==> src/rtl/vga_timing_pkg.sv <==
// Shared timing constants and types for the VGA pixel timing generator.
// Defaults describe 640x480@60 with a 25.175 MHz pixel clock.
package vga_timing_pkg;

    // Counter width and the largest total the counters can represent.
    localparam int unsigned COORD_W     = 10;
    localparam int unsigned COORD_LIMIT = 1 << COORD_W;

    // Horizontal timing, in pixels.
    localparam int unsigned DEF_H_VISIBLE = 640;
    localparam int unsigned DEF_H_FP      = 16;
    localparam int unsigned DEF_H_SYNC    = 96;
    localparam int unsigned DEF_H_BP      = 48;

    // Vertical timing, in lines.
    localparam int unsigned DEF_V_VISIBLE = 480;
    localparam int unsigned DEF_V_FP      = 10;
    localparam int unsigned DEF_V_SYNC    = 2;
    localparam int unsigned DEF_V_BP      = 33;

    // Downstream draw path latency (ROM read + colour register).
    localparam int unsigned DEF_PIPE_DELAY = 2;

    // Derived values for the default mode.
    localparam int unsigned H_TOTAL  = DEF_H_VISIBLE + DEF_H_FP + DEF_H_SYNC + DEF_H_BP;
    localparam int unsigned V_TOTAL  = DEF_V_VISIBLE + DEF_V_FP + DEF_V_SYNC + DEF_V_BP;
    localparam int unsigned HS_START = DEF_H_VISIBLE + DEF_H_FP;
    localparam int unsigned HS_END   = HS_START + DEF_H_SYNC;
    localparam int unsigned VS_START = DEF_V_VISIBLE + DEF_V_FP;
    localparam int unsigned VS_END   = VS_START + DEF_V_SYNC;

    // Raster coordinate.
    typedef logic [COORD_W-1:0] coord_t;

    // One bit wider than a coordinate so bounds equal to COORD_LIMIT still fit.
    typedef logic [COORD_W:0] span_t;

    // Inactive level of {blank, hs, vs}: display disabled, syncs deasserted.
    localparam logic [2:0] SYNC_IDLE = 3'b011;

    // True when lo <= v < hi, compared without truncating the bounds.
    function automatic logic in_span(input coord_t v, input span_t lo, input span_t hi);
        return ({1'b0, v} >= lo) && ({1'b0, v} < hi);
    endfunction

endpackage

==> src/rtl/vga_timing_gen_sync_delay_pipe.sv <==
// Clock-enable gated shift register that delays the sync/blank bundle so it
// lines up with the registered colour output of the draw stages.
module sync_delay_pipe #(
    parameter int unsigned      DEPTH = 2,
    parameter int unsigned      WIDTH = 3,
    parameter logic [WIDTH-1:0] INIT  = '0
) (
    input  logic             clk,
    input  logic             reset_n,
    input  logic             ce,
    input  logic [WIDTH-1:0] din,
    output logic [WIDTH-1:0] dout
);

    if (DEPTH < 1 || DEPTH > 4) begin : g_depth_err
        $error("sync_delay_pipe: DEPTH must be in 1..4");
    end

    logic [WIDTH-1:0] stage [DEPTH];

    // Shift one stage per advanced pixel; reset loads the inactive value everywhere.
    always_ff @(posedge clk) begin
        if (!reset_n) begin
            for (int unsigned i = 0; i < DEPTH; i++) begin
                stage[i] <= INIT;
            end
        end else if (ce) begin
            stage[0] <= din;
            for (int unsigned i = 1; i < DEPTH; i++) begin
                stage[i] <= stage[i-1];
            end
        end
    end

    assign dout = stage[DEPTH-1];

endmodule

==> src/rtl/vga_timing_gen.sv <==
// VGA pixel timing generator: raster counters, registered display-enable and
// sync decode, plus sync/blank copies delayed to match the draw pipeline.
module vga_timing_gen
    import vga_timing_pkg::*;
#(
    parameter int unsigned H_VISIBLE  = DEF_H_VISIBLE,
    parameter int unsigned H_FP       = DEF_H_FP,
    parameter int unsigned H_SYNC     = DEF_H_SYNC,
    parameter int unsigned H_BP       = DEF_H_BP,
    parameter int unsigned V_VISIBLE  = DEF_V_VISIBLE,
    parameter int unsigned V_FP       = DEF_V_FP,
    parameter int unsigned V_SYNC     = DEF_V_SYNC,
    parameter int unsigned V_BP       = DEF_V_BP,
    parameter int unsigned PIPE_DELAY = DEF_PIPE_DELAY
) (
    input  logic   vga_clk,
    input  logic   reset_n,
    input  logic   ce,
    output coord_t DrawX,
    output coord_t DrawY,
    output logic   blank,
    output logic   hs,
    output logic   vs,
    output logic   sof,
    output logic   blank_d,
    output logic   hs_d,
    output logic   vs_d
);

    localparam int unsigned H_TOT = H_VISIBLE + H_FP + H_SYNC + H_BP;
    localparam int unsigned V_TOT = V_VISIBLE + V_FP + V_SYNC + V_BP;

    if (H_TOT > COORD_LIMIT || V_TOT > COORD_LIMIT) begin : g_total_err
        $error("vga_timing_gen: H_TOTAL and V_TOTAL must not exceed 1024");
    end

    if (PIPE_DELAY < 1 || PIPE_DELAY > 4) begin : g_pipe_err
        $error("vga_timing_gen: PIPE_DELAY must be in 1..4");
    end

    // Decode bounds are held one bit wider than a coordinate so a region that
    // ends exactly at 1024 is still represented without wrapping.
    localparam coord_t H_LAST   = coord_t'(H_TOT - 1);
    localparam coord_t V_LAST   = coord_t'(V_TOT - 1);
    localparam span_t  H_VIS_W  = span_t'(H_VISIBLE);
    localparam span_t  V_VIS_W  = span_t'(V_VISIBLE);
    localparam span_t  HS_LO    = span_t'(H_VISIBLE + H_FP);
    localparam span_t  HS_HI    = span_t'(H_VISIBLE + H_FP + H_SYNC);
    localparam span_t  VS_LO    = span_t'(V_VISIBLE + V_FP);
    localparam span_t  VS_HI    = span_t'(V_VISIBLE + V_FP + V_SYNC);

    coord_t next_x;
    coord_t next_y;
    logic   next_blank;
    logic   next_hs;
    logic   next_vs;
    logic   next_sof;

    // Next raster position: wrap the column at end of line, bump or wrap the row with it.
    always_comb begin
        next_x = DrawX;
        next_y = DrawY;
        if (DrawX == H_LAST) begin
            next_x = '0;
            if (DrawY == V_LAST) begin
                next_y = '0;
            end else begin
                next_y = DrawY + coord_t'(1);
            end
        end else begin
            next_x = DrawX + coord_t'(1);
        end
    end

    // Decode from the next position so the registered flags describe the registered counters.
    always_comb begin
        next_blank = ({1'b0, next_x} < H_VIS_W) && ({1'b0, next_y} < V_VIS_W);
        next_hs    = !in_span(next_x, HS_LO, HS_HI);
        next_vs    = !in_span(next_y, VS_LO, VS_HI);
        next_sof   = (next_x == '0) && (next_y == '0);
    end

    // Counters and decoded flags advance together on ce; reset forces the (0,0) state.
    always_ff @(posedge vga_clk) begin
        if (!reset_n) begin
            DrawX <= '0;
            DrawY <= '0;
            blank <= 1'b1;
            hs    <= 1'b1;
            vs    <= 1'b1;
            sof   <= 1'b1;
        end else if (ce) begin
            DrawX <= next_x;
            DrawY <= next_y;
            blank <= next_blank;
            hs    <= next_hs;
            vs    <= next_vs;
            sof   <= next_sof;
        end
    end

    logic [2:0] sync_now;
    logic [2:0] sync_late;

    assign sync_now = {blank, hs, vs};

    sync_delay_pipe #(
        .DEPTH (PIPE_DELAY),
        .WIDTH (3),
        .INIT  (SYNC_IDLE)
    ) u_sync_delay (
        .clk     (vga_clk),
        .reset_n (reset_n),
        .ce      (ce),
        .din     (sync_now),
        .dout    (sync_late)
    );

    assign {blank_d, hs_d, vs_d} = sync_late;

endmodule

==> config.mk <==
export PLATFORM = sky130hd
export DESIGN_NAME = vga_timing_gen
export DESIGN_NICKNAME = d
export VERILOG_FILES = /design/src/rtl/vga_timing_pkg.sv /design/src/rtl/vga_timing_gen_sync_delay_pipe.sv /design/src/rtl/vga_timing_gen.sv
export SDC_FILE = /design/constraint.sdc
export NUM_CORES = 1
export LEC_CHECK = 0
export ABC_AREA = 1
export BUFFER_PORTS_ARGS = -buffer_cell sky130_fd_sc_hd__buf_2
export CAP_MARGIN = 15
export CORE_MARGIN = 2
export CORE_UTILIZATION = 43
export DETAILED_ROUTE_END_ITERATION = 8
export GPL_TIMING_DRIVEN = 0
export PLACE_DENSITY = 0.73
export SLEW_MARGIN = 20
export SYNTH_ARGS = -nofsm -noshare
export SYNTH_HDL_FRONTEND = slang
export SYNTH_SLANG_ARGS = --single-unit
export TNS_END_PERCENT = 10
==> constraint.sdc <==
create_clock -name vga_clk -period 1.99 [get_ports vga_clk]
set_clock_uncertainty 0.1 [all_clocks]
set_input_delay 0.398 -clock vga_clk [delete_from_list [all_inputs] [get_ports vga_clk]]
set_output_delay 0.398 -clock vga_clk [all_outputs]
set_load 0.02 [all_outputs]
==> results.md, run 1 <==
- CTS root buf: clkbuf_8
- Layout area overhead: 22.7%
- FF-to-FF Start: DrawX[0]
- Avg WL per Cell: 13.2 um
- Worst Hold Class: in2reg
- Clk Latency, worst-skew pair: 0.29 ns
- Critical-path maximum fanout: 10
- Initial antenna violation count: 0
- Final #Nets: 305
- CTS Buf Count: 5
- Final Routed Wirelength: 4600 um
- Clock-pin slew on the worst setup and hold paths: 0.06 ns
- Iter 0 DRT Violations: 201
- Buffers on Ports: 29
- Global-route wire length before repair: 7400 um
- Power Density: 551 nW/um^2
- Final-report setup violation count: 0
- Area leader, netlist: dfxtp_1
- CP top delay family: simple AND/OR/NAND/NOR gates
- Pwr Total: 1.20 mW
- Top cell type's share of synthesized area: 27.0%
- CP required: 2.11 ns
- WP depth: 12
- Largest net degree at the start of global routing: 16
- Crit-path max cell delay: 0.37 ns
- R2r endpoint: sof
- I/O pin cnt: 30
- Nature of the critical path endpoint: register
- Syn_area_per_cell: 6.86 sq um
- H-tree Lvls: 2
- Worst vdd ir: 0.380 mV
- Overflow after GRT: 0
- Period utilization: 92.8%
- Most used DFF post-synth: dfxtp_1
- Slew Limit Fails: 0
- CP cell instances: ha_4, nand2_4, nor2_4, nand3_2, buf_6, nand2_2, nand2_2, nor2_1, nand2_1, nor2_1, nand3_1, a21oi_2
- Most frequent cells in the layout: nand2_1 (64), inv_1 (36), buf_2 (29), nor2_1 (27), nand3_1 (23)
- CP max-delay cell: dfxtp_2
- Hold EP: DrawX[2]
- Number of global-route vias before repair: 1605
- Die Ht: 68.3 um
- Die ar.: 4660 sq um
- Slew headroom: 49.6%
- Vias per std cell: 5.21
- Std cell rows: 23
- CTS tree: done
- Achievable frequency: 542 MHz
- Gr usage total: 21.7%
- Crit path buf inv count: 1
- CTS Buffer Depth: 2
- DRT Pass-1 Iters: 4
- Post-synth ARST share: 0%
- Sink Count: 30
- Core area: 4000 sq um
- Cell count after synthesis: 259
- DRC: 0
- Yosys warnings: 0
- Pleak: 1.01 nW
- Distinct cell type count after synthesis: 32
- Slew @ Worst Pin: 0.755 ns
- Die X: 68.3 um
- Final Critical Period: 1.85 ns
- Final core area utilization: 54.5%
- Seq cells post-synth: 30
- Total of max-cap violations: 0
- Post-route ant nets: 0
- Critical Path AT: 1.97 ns
- Final hold vios: 0
- Most common cell after layout, fill and taps aside: nand2_1
- Final GP Congestion: 0.879
- Top post-synthesis cells by area: dfxtp_1 (27%), nand2_1 (14%), edfxtp_1 (10%)
- DP HPWL: 3240 um
- Mapped Area: 1780 sq um
- Antenna cells: 0
- DR vias: 1825
- Worst hold start: ce
- Sequential area share after synthesis: 37.2%
- R2R depth: 12
- Hold path depth: 4
- Kind of critical path: reg2reg
- Critical path launch point type: register
- Number of flops mapped to enable cells by yosys: 6
- Status: completed
- Share of cells above drive strength 1: 24.0%
- Worst R2R Setup Slack: 0.14 ns
- Post-synthesis net count: 265
- Setup TNS: 0 ns
- Initial Util: 44.4%
-- synthesized netlist by cell type, types with 3 or more instances --
cell type  number
nand2_2         6
nand3_1        24
ha_1            3
edfxtp_1        6
o22ai_1        12
or2_2           3
nor2_1         28
inv_1          36
nand3_2         3
nand2_1        64
o21ai_0        11
clkbuf_1        4
nor2_2          3
nand4_1         8
dfxtp_1        24
a21oi_1         3
-- worst max-delay path by stage --
stage | start | endpoint | slack [ns]
2_1_floorplan | DrawX[1] | vs | 0.08
3_3_place_gp | DrawX[1] | vs | 0.04
3_5_place_dp | DrawY[0] | sof | 0.02
4_1_cts | DrawX[1] | sof | 0.006
5_1_grt | DrawX[3] | sof | -0.009
6_report | DrawX[0] | sof | 0.14
-- kinds of logic after synthesis --
logic type	Yosys count	synth area share (%)
flops	30	37.2
buf+inv	45	10.4
fa+ha+maj	3	2.11
compound gates	34	11.8
simple gates	145	37.5
xor+xnor	2	0.985
-- through the flow --
step	worst slack, ns	hold WS, ns	area, sq um	cells
after floorplan	0.0820	0.382	1780	259
after global placement	0.0410	0.355	1990	338
after detailed placement	0.0245	0.358	1990	338
after CTS	0.00604	0.357	2080	346
after global routing	-0.00948	0.384	2180	350
final	0.143	0.362	2180	350
-- routing by layer --
layer | global-route usage, % | vias to the layer above | wire, um
li1 | - | 924 | -
met1 | 28.9 | 827 | 2110
met2 | 32.0 | 64 | 2080
met3 | 5.76 | 10 | 318
met4 | 10.8 | 0 | 95
met5 | 0 | - | 0
-- repair_timing --
| action | 4_1_cts | 5_1_grt |
|---|---|---|
| hold buffers | 0 | 0 |
| buffers inserted | 0 | 3 |
| endpoints found under the hold margin | 0 | 0 |
| gates resized for setup | 0 | 17 |
| endpoints found under the setup margin | 0 | 4 |
-- layout make-up --
class                           instances  area [sq um]
Buffer                                  6          41.3
Sequential cell                        30           668
Timing Repair Buffer                   33           193
Clock buffer                            8          90.1
Tap cell                               50          62.6
Fill cell                             409          1820
Inverter                               39           149
Multi-Input combinational cell        184           977
-- flip-flops by register name (all words and copies together) (netlist names) --
| signal | cells |
|---|---|
| u_sync_delay.stage | 6 |
| sof | 1 |
| DrawX | 10 |
| hs | 1 |
| blank | 1 |
| DrawY | 10 |
| vs | 1 |
-- worst min-delay path: stages --
cell	delay (ns)
buf_2	0.09
nor2_1	0.09
nand2_1	0.07
o31ai_1	0.06
-- report_power, final --
group          internal (mW)  switching [mW]
logic                 0.0158          0.0386
clock network          0.282           0.232
registers              0.627         0.00739
total                  0.925           0.278
Note: power is estimated with default switching activity, not from simulation.
==> run 2, diff against run 1 <==
- BUFFER_PORTS_ARGS: -buffer_cell sky130_fd_sc_hd__buf_2 -> default
- DONT_BUFFER_PORTS: default -> 1
- PLACE_DENSITY: 0.73 -> 0.61
==> run 2 against run 1 <==
  * Worst setup slack worse by 0.11 ns
  * Sequential power rose by 0.9%
  * Clock power barely moved
  * Critical path depth unchanged
  * Largest cell class unchanged
  * Largest power group unchanged
  * Cell count decreased by 8.0%
  * Maximum frequency decreased by 5.8%
  * Via count is 7.2% lower
  * Global-route usage is 0.71 points lower
  * Die area did not move
==> results.md, run 2 (same netlist as run 1, synthesis figures left out) <==
- Final GP Congestion: 0.840 (was 0.879)
- Final-report setup violation count: 0 (unchanged)
- Iter 0 DRT Violations: 70 (was 201)
- Slew Limit Fails: 0 (unchanged)
- Final Critical Period: 1.96 ns (was 1.85 ns)
- Top flop regs: DrawX: 10 flops, DrawY: 10 flops, u_sync_delay.stage: 6 flops (unchanged)
- Largest net degree at the start of global routing: 16 (unchanged)
- GRT busiest layer: met2 (unchanged)
- Met1 Usage GRT: 29.5% (was 28.9%)
- Met2 global-route usage: 30.8% (was 32.0%)
- Most frequent cells in the layout: nand2_1 (60), inv_1 (33), nor2_1 (27), nand3_1 (24), o22ai_1 (12) (was nand2_1 (64), inv_1 (36), buf_2 (29), nor2_1 (27), nand3_1 (23))
- Finished Layout Cells: 322 (was 350)
- CTS tree: done (unchanged)
- Pwr Total: 1.19 mW (was 1.20 mW)
- Critical-path maximum fanout: 6 (was 10)
- DR vias: 1694 (was 1825)
- Gr usage total: 21.0% (was 21.7%)
- Sink Count: 30 (unchanged)
- R2R depth: 12 (unchanged)
- Critical path launch point type: register (unchanged)
- Layout area overhead: 15.6% (was 22.7%)
- Clk Latency, worst-skew pair: 0.29 ns (about the same)
- Most common cell after layout, fill and taps aside: nand2_1 (unchanged)
- RSZ-0062 raised after global routing: true
- Antenna cells: 0 (unchanged)
- Worst vdd ir: 0.299 mV (was 0.380 mV)
- Slew @ Worst Pin: 0.801 ns (was 0.755 ns)
- Achievable frequency: 510 MHz (was 542 MHz)
- Final Routed Wirelength: 4500 um (was 4600 um)
- Global-route wire length before repair: 7240 um (was 7400 um)
- CTS Buf Count: 5 (unchanged)
- Number of global-route vias before repair: 1524 (was 1605)
- Die ar.: 4660 sq um (unchanged)
- Worst Hold Class: in2reg (unchanged)
- Die Ht: 68.3 um (unchanged)
- Vias per std cell: 5.26 (was 5.21)
- Share of cells above drive strength 1: 22.1% (was 24.0%)
- Core area: 4000 sq um (unchanged)
- Initial Util: 44.4% (unchanged)
- Overflow after GRT: 0 (unchanged)
- Nature of the critical path endpoint: register (unchanged)
- CTS root buf: clkbuf_8 (unchanged)
- Final #Nets: 277 (was 305)
- Die X: 68.3 um (unchanged)
- Post-route ant nets: 0 (unchanged)
- Setup TNS: 0 ns (unchanged)
- CTS Buffer Depth: 2 (unchanged)
- Total of max-cap violations: 0 (unchanged)
- DRT Pass-1 Iters: 4 (unchanged)
- Avg WL per Cell: 14.0 um (was 13.2 um)
- Pleak: 0.897 nW (was 1.01 nW)
- CP required: 2.11 ns (about the same)
- Initial antenna violation count: 0 (unchanged)
- Dpl cells: 309 (was 338)
- Hold path depth: 3 (was 4)
- Std cell rows: 23 (unchanged)
- H-tree Lvls: 2 (unchanged)
- Power Density: 579 nW/um^2 (was 551 nW/um^2)
- DRC: 0 (unchanged)
- Status: completed (unchanged)
- Buffers on Ports: 0 (was 29)
- Clock-pin slew on the worst setup and hold paths: 0.06 ns (about the same)
- M3 GR Usage: 4.77% (was 5.76%)
- Kind of critical path: reg2reg (unchanged)
- Period utilization: 98.5% (was 92.8%)
- DP HPWL: 3200 um (was 3240 um)
- Critical Path AT: 2.07 ns (was 1.97 ns)
- I/O pin cnt: 30 (unchanged)
- Final hold vios: 0 (unchanged)
- Slew headroom: 46.6% (was 49.6%)
run 2: final timing paths:
path / start / end / slack [ns]
min: ce / DrawX[2] / 0.26
max reg2reg: DrawX[1] / sof / 0.03
max: DrawX[1] / sof / 0.03
min reg2reg: u_sync_delay.stage[0][1] / u_sync_delay.stage[0][4] / 0.41
run 2: what timing repair did:
item | 4_1_cts | 5_1_grt
cloned | 1 | 0
hold buffers | 0 | 0
setup endpoints to repair | 4 | 4
setup buffers | 1 | 3
gates resized for setup | 10 | 26
pin swaps | 1 | 8
run 2: worst max-delay path, cell delays in order, from the launching register on:
cell     delay (ns)
dfxtp_4        0.41
ha_4           0.16
nand2_4        0.07
inv_4          0.08
nand2_4        0.06
nor2_4         0.18
buf_6          0.15
o21ai_0        0.12
inv_1          0.10
nand2_1        0.06
nor2_1         0.15
nand3_1        0.11
a21oi_2        0.11
run 2: where the power goes:
part,switching (mW),leakage [nW],internal [mW]
sequential,0.0161,0.253,0.625
clock,0.232,0.0482,0.279
combinational,0.0279,0.596,0.0104
run 2: final cells by class:
class	count	area, sq um
Fill cell	404	1940
Timing Repair Buffer	5	35.0
Sequential cell	30	687
Inverter	39	149
Buffer	6	37.5
Multi-Input combinational cell	184	993
Tap cell	50	62.6
Clock buffer	7	86.3
Clock inverter	1	5.00
run 2: per-stage QoR:
stage	hold slack (ns)	setup slack, ns	cell area (sq um)	utilization, %
2_1_floorplan	0.382	0.0820	1780	-
3_3_place_gp	0.385	-0.197	1840	46.0
3_5_place_dp	0.397	-0.192	1840	46.0
4_1_cts	0.260	0.00761	1960	49.1
5_1_grt	0.269	-0.0513	2060	51.4
6_report	0.262	0.0302	2060	51.4
run 2: metal layers:
metal  vias to the layer above  part of all wire, %
met5                         -                    0
met2                        47                   44
met3                         8                  5.9
li1                        875                    -
met1                       764                   49
met4                         0                  1.6
